### config.mk
export PLATFORM = sky130hd
export DESIGN_NAME = aftab_dawu_controller
export DESIGN_NICKNAME = d
export VERILOG_FILES = /design/src/rtl/aftab_dawu_controller.sv
export SDC_FILE = /design/constraint.sdc
export NUM_CORES = 1
export LEC_CHECK = 0
export BUFFER_PORTS_ARGS = -buffer_cell sky130_fd_sc_hd__buf_2
export CAP_MARGIN = 20
export CORE_AREA = 2 2 39 41
export CTS_BUF_LIST = sky130_fd_sc_hd__clkbuf_4
export DETAILED_ROUTE_END_ITERATION = 8
export DIE_AREA = 0 0 41 43
export PLACE_DENSITY = 0.39
export SKIP_LAST_GASP = 1
export SLEW_MARGIN = 20
export SYNTH_ARGS = -nofsm -noshare
export SYNTH_HDL_FRONTEND = slang
export SYNTH_SLANG_ARGS = --single-unit
export TNS_END_PERCENT = 5
### constraint.sdc
create_clock -name clk -period 1.6 [get_ports clk]
set_input_delay 0.32 -clock clk [delete_from_list [all_inputs] [get_ports clk]]
set_output_delay 0.32 -clock clk [all_outputs]
set_load 0.02 [all_outputs]
### src/rtl/aftab_dawu_controller.sv
// Sequencing FSM for the AFTAB Data Adjust Write Unit: load, byte-serial write, done/error.
// Optional misaligned-store abort is compiled in with AFTAB_DAWU_MISALIGN_CHECK_EN.
module aftab_dawu_controller (
   input  logic       clk,
   input  logic       rst,
   input  logic       startDAWU,
   input  logic       memReady,
   input  logic       coCnt,
   input  logic       storeMisalignedFlag,
   output logic       LdAddr,
   output logic       LdData,
   output logic       LdNumBytes,
   output logic       iniCnt,
   output logic       incCnt,
   output logic [1:0] initValueCnt,
   output logic       zeroAddr,
   output logic       zeroData,
   output logic       zeroNumBytes,
   output logic       zeroCnt,
   output logic       enableAddr,
   output logic       enableData,
   output logic       checkMisalignedDAWU,
   output logic       writeMem,
   output logic       completeDAWU,
   output logic       dawuMisalignedException
);

   localparam int unsigned CNT_W   = 2;
   localparam int unsigned STATE_W = 2;

   localparam logic [STATE_W-1:0] S_IDLE  = 2'b00;
   localparam logic [STATE_W-1:0] S_WRITE = 2'b01;
   localparam logic [STATE_W-1:0] S_DONE  = 2'b10;
   localparam logic [STATE_W-1:0] S_ERROR = 2'b11;

   logic [STATE_W-1:0] r_state;
   logic [STATE_W-1:0] w_next_state;

   // Byte counter always restarts from byte 0 of the stored word.
   assign initValueCnt = CNT_W'(0);

`ifndef AFTAB_DAWU_MISALIGN_CHECK_EN
   logic w_unused_misaligned;
   assign w_unused_misaligned = storeMisalignedFlag;
`endif

   // State register
   always_ff @(posedge clk) begin
      if (rst) begin
         r_state <= S_IDLE;
      end else begin
         r_state <= w_next_state;
      end
   end

   // Next-state and output decode; IDLE loads/check are Mealy on startDAWU
   always_comb begin
      w_next_state            = r_state;
      LdAddr                  = 1'b0;
      LdData                  = 1'b0;
      LdNumBytes              = 1'b0;
      iniCnt                  = 1'b0;
      incCnt                  = 1'b0;
      zeroAddr                = 1'b0;
      zeroData                = 1'b0;
      zeroNumBytes            = 1'b0;
      zeroCnt                 = 1'b0;
      enableAddr              = 1'b0;
      enableData              = 1'b0;
      checkMisalignedDAWU     = 1'b0;
      writeMem                = 1'b0;
      completeDAWU            = 1'b0;
      dawuMisalignedException = 1'b0;

      case (r_state)
         S_IDLE: begin
            if (startDAWU) begin
`ifdef AFTAB_DAWU_MISALIGN_CHECK_EN
               checkMisalignedDAWU = 1'b1;
               if (storeMisalignedFlag) begin
                  w_next_state = S_ERROR;
               end else begin
                  LdAddr       = 1'b1;
                  LdData       = 1'b1;
                  LdNumBytes   = 1'b1;
                  iniCnt       = 1'b1;
                  w_next_state = S_WRITE;
               end
`else
               LdAddr       = 1'b1;
               LdData       = 1'b1;
               LdNumBytes   = 1'b1;
               iniCnt       = 1'b1;
               w_next_state = S_WRITE;
`endif
            end
         end

         S_WRITE: begin
            enableAddr = 1'b1;
            enableData = 1'b1;
            writeMem   = 1'b1;
            // Bus held stable until memory accepts; last byte leaves the counter alone.
            if (memReady) begin
               if (coCnt) begin
                  w_next_state = S_DONE;
               end else begin
                  incCnt = 1'b1;
               end
            end
         end

         S_DONE: begin
            completeDAWU = 1'b1;
            zeroAddr     = 1'b1;
            zeroData     = 1'b1;
            zeroNumBytes = 1'b1;
            zeroCnt      = 1'b1;
            w_next_state = S_IDLE;
         end

`ifdef AFTAB_DAWU_MISALIGN_CHECK_EN
         S_ERROR: begin
            dawuMisalignedException = 1'b1;
            w_next_state            = S_IDLE;
         end
`endif

         default: begin
            w_next_state = S_IDLE;
         end
      endcase
   end

endmodule

==> impl_results.md <==
- Worst EP required: around 1300 ps
- Hold crit path type: in2reg
- Seq cells post-synth: 2
- Slowest stage delay, CP: 350 ps
- Number of placement rows: 14
- Clock Latency Late Sink: between 200 and 250 ps
- Initial antenna violation count: 0
- Drt initial violations: 0
- Final Instance Area: 255 sq um
- Die W: slightly above 40 um
- Top Registers: r_state (2)
- Hold Crit Start: rst
- CP bufs+invs: 1
- CTS sink cnt: 2
- Gate Count Post-Synth: 25
- Hold_ws: 305 ps
- Sequential Area: around 40 sq um
- P per Cell Area: around 910 mW/mm^2
- R2r startpoint: r_state[0]
- TritonCTS clock tree: built
- Avg Vias per Cell: around 3.4
- Top reg by flops: r_state
- Initial DRT Pass Iterations: 1
- Share of layout cells above drive strength 1: 65.7%
- First-pass GRT wire length: 469 um
- Critical-path maximum fanout: 5
- Total power: between 0.2 and 0.25 mW
- Via count: around 170
- Final wirelength: approximately 350 um
- # port buffers: 17
- Setup tns final: 0 ps
- Overflow after GRT: 0
- Max reg flops: 2
- Final ANT Viol Nets: 0
- Yosys warns: 0
- Unrepaired setup endpoints after global routing: false
- Cell family with most CP delay: flip-flops
- Detailed placement HPWL: 296 um
- Post-route clock period utilization: 84.4%
- Maxcap violations: 0
- Placed Area: approximately 230 sq um
- Mean Syn Cell Area: approximately 8.4 sq um
- Startpoint types: flop
- Fill cell count: ~160
- Crit path time final: around 1400 ps
- Yosys cell types: 11
- DIE AREA: between 0.0015 and 0.002 sq mm
- CP endpoint kind: output port
- Slew Viols, Final: 0
- Setup bufs post-CTS: 0
- GPL Wtd Cong: 0.627
- Ports: 23
- Crit path DAT: around 1000 ps
- Outcome: complete, no violations
- Largest net degree at the start of global routing: 7
- CTS H-Tree Depth: 1
- P&R area growth vs syn: 22.2%
- Placed Cells: 48
- Post-route DRC: 0
- Max VDD drop: between 0.2 and 0.3 mV
- Sequential share of the synthesized area: a little under a fifth
- Die height: approximately 43 um
- Setup Crit Path Kind: reg2out
- Final cell count without fillers: 51
- Leak Pwr: approximately 0.15 nW
- Cts bufs inserted: 3
- Drt wl/cell: between 6 and 7 um
- Post-CTS Hold Fix Bufs: 0
- Antenna Cells: 0
- Total track usage: approximately 4.3%
- Post-Syn Area: 209 sq um
- Multi-input gate area: slightly below 90 sq um
- Final Hold Fails: 0
- Vias in the first global route: between 100 and 150
- Final nets: 43
- Starting density of the core: 15.1%
- Critical Path Slowest Stage Cell: dfxtp_1
- Core Region: roughly 0.0014 sq mm
- Clk_skew: ~1.3 ps
- Critical path origin: r_state[1]
- CP Cell Sequence: nand3b_1 > nor2_1 > buf_2
- Clk slew on worst S/H paths: ~30 ps
- Max Freq: about 740 MHz
- Final setup fails: 0
- Post_cts resized: 0
- Root buffer cell: clkbuf_4
- Longest Clk Path Bufs: 2
## stage by stage
step | worst slack [ps] | util, %
2_1_floorplan | 258 | -
3_3_place_gp | 467 | 16.8
3_5_place_dp | 462 | 16.8
4_1_cts | 232 | 18.4
5_1_grt | 145 | 18.4
6_report | 249 | 18.4
## path summary, 6_finish.rpt
kind | to | slack [ps] | depth (start not counted)
worst max-delay path | incCnt | 250 | 3
worst min register to register | r_state[0] | 530 | 1
worst min-delay path | r_state[1] | 300 | 2
worst max register to register | r_state[0] | 810 | 2
## final cells by class
class,count,area share [%]
clock buffers,3,8.82
multi-input cells,13,34.3
flip-flops and latches,2,15.7
well taps,16,7.84
repair buffers,17,33.3
## logic make-up after synthesis
group                  count (synthesis)  share of synthesized area [%]
other                                  1                           1.79
buffers and inverters                 13                           46.7
and+or+nand+nor                        9                           32.3
DFF                                    2                           19.2
## Yosys cell counts, drive strengths merged
| cell | number | share of area (%) |
|---|---|---|
| and2b | 1 | 3.6 |
| and3 | 1 | 3.0 |
| buf | 13 | 47 |
| conb | 1 | 1.8 |
| dfxtp | 2 | 19 |
| nand3b | 1 | 3.6 |
| nor2 | 2 | 3.6 |
| nor2b | 1 | 3.0 |
| nor3b | 2 | 9.6 |
| nor4 | 1 | 6.0 |
## metal layers
metal | global-route usage, % | vias up | part of all wire, %
li1 | - | 83 | -
met1 | 5.11 | 68 | 45
met2 | 4.69 | 21 | 33
met3 | 4.71 | 0 | 21
met4 | 2.00 | 0 | 0
met5 | 0 | - | 0
## cells in the final DEF (no fill, tap or decap), drive strengths merged
master   n
and2b    1
and3     1
buf     17
clkbuf   3
conb     4
dfxtp    2
nand3b   1
nor2     2
nor2b    1
nor3b    2
nor4     1
## report_power, final
| part | switching, mW | internal [mW] | total, mW |
|---|---|---|---|
| Clock | 0.0242 | 0.0823 | 0.107 |
| Sequential | 0.00409 | 0.0530 | 0.0571 |
| Combinational | 0.0455 | 0.0223 | 0.0678 |
## worst register-to-register path, delay by kind of cell, from the launching register on
family           cells  cell delay, ps
flip-flops           1             350
AND/OR/NAND/NOR      2             360
Note: power is estimated with default switching activity, not from simulation.
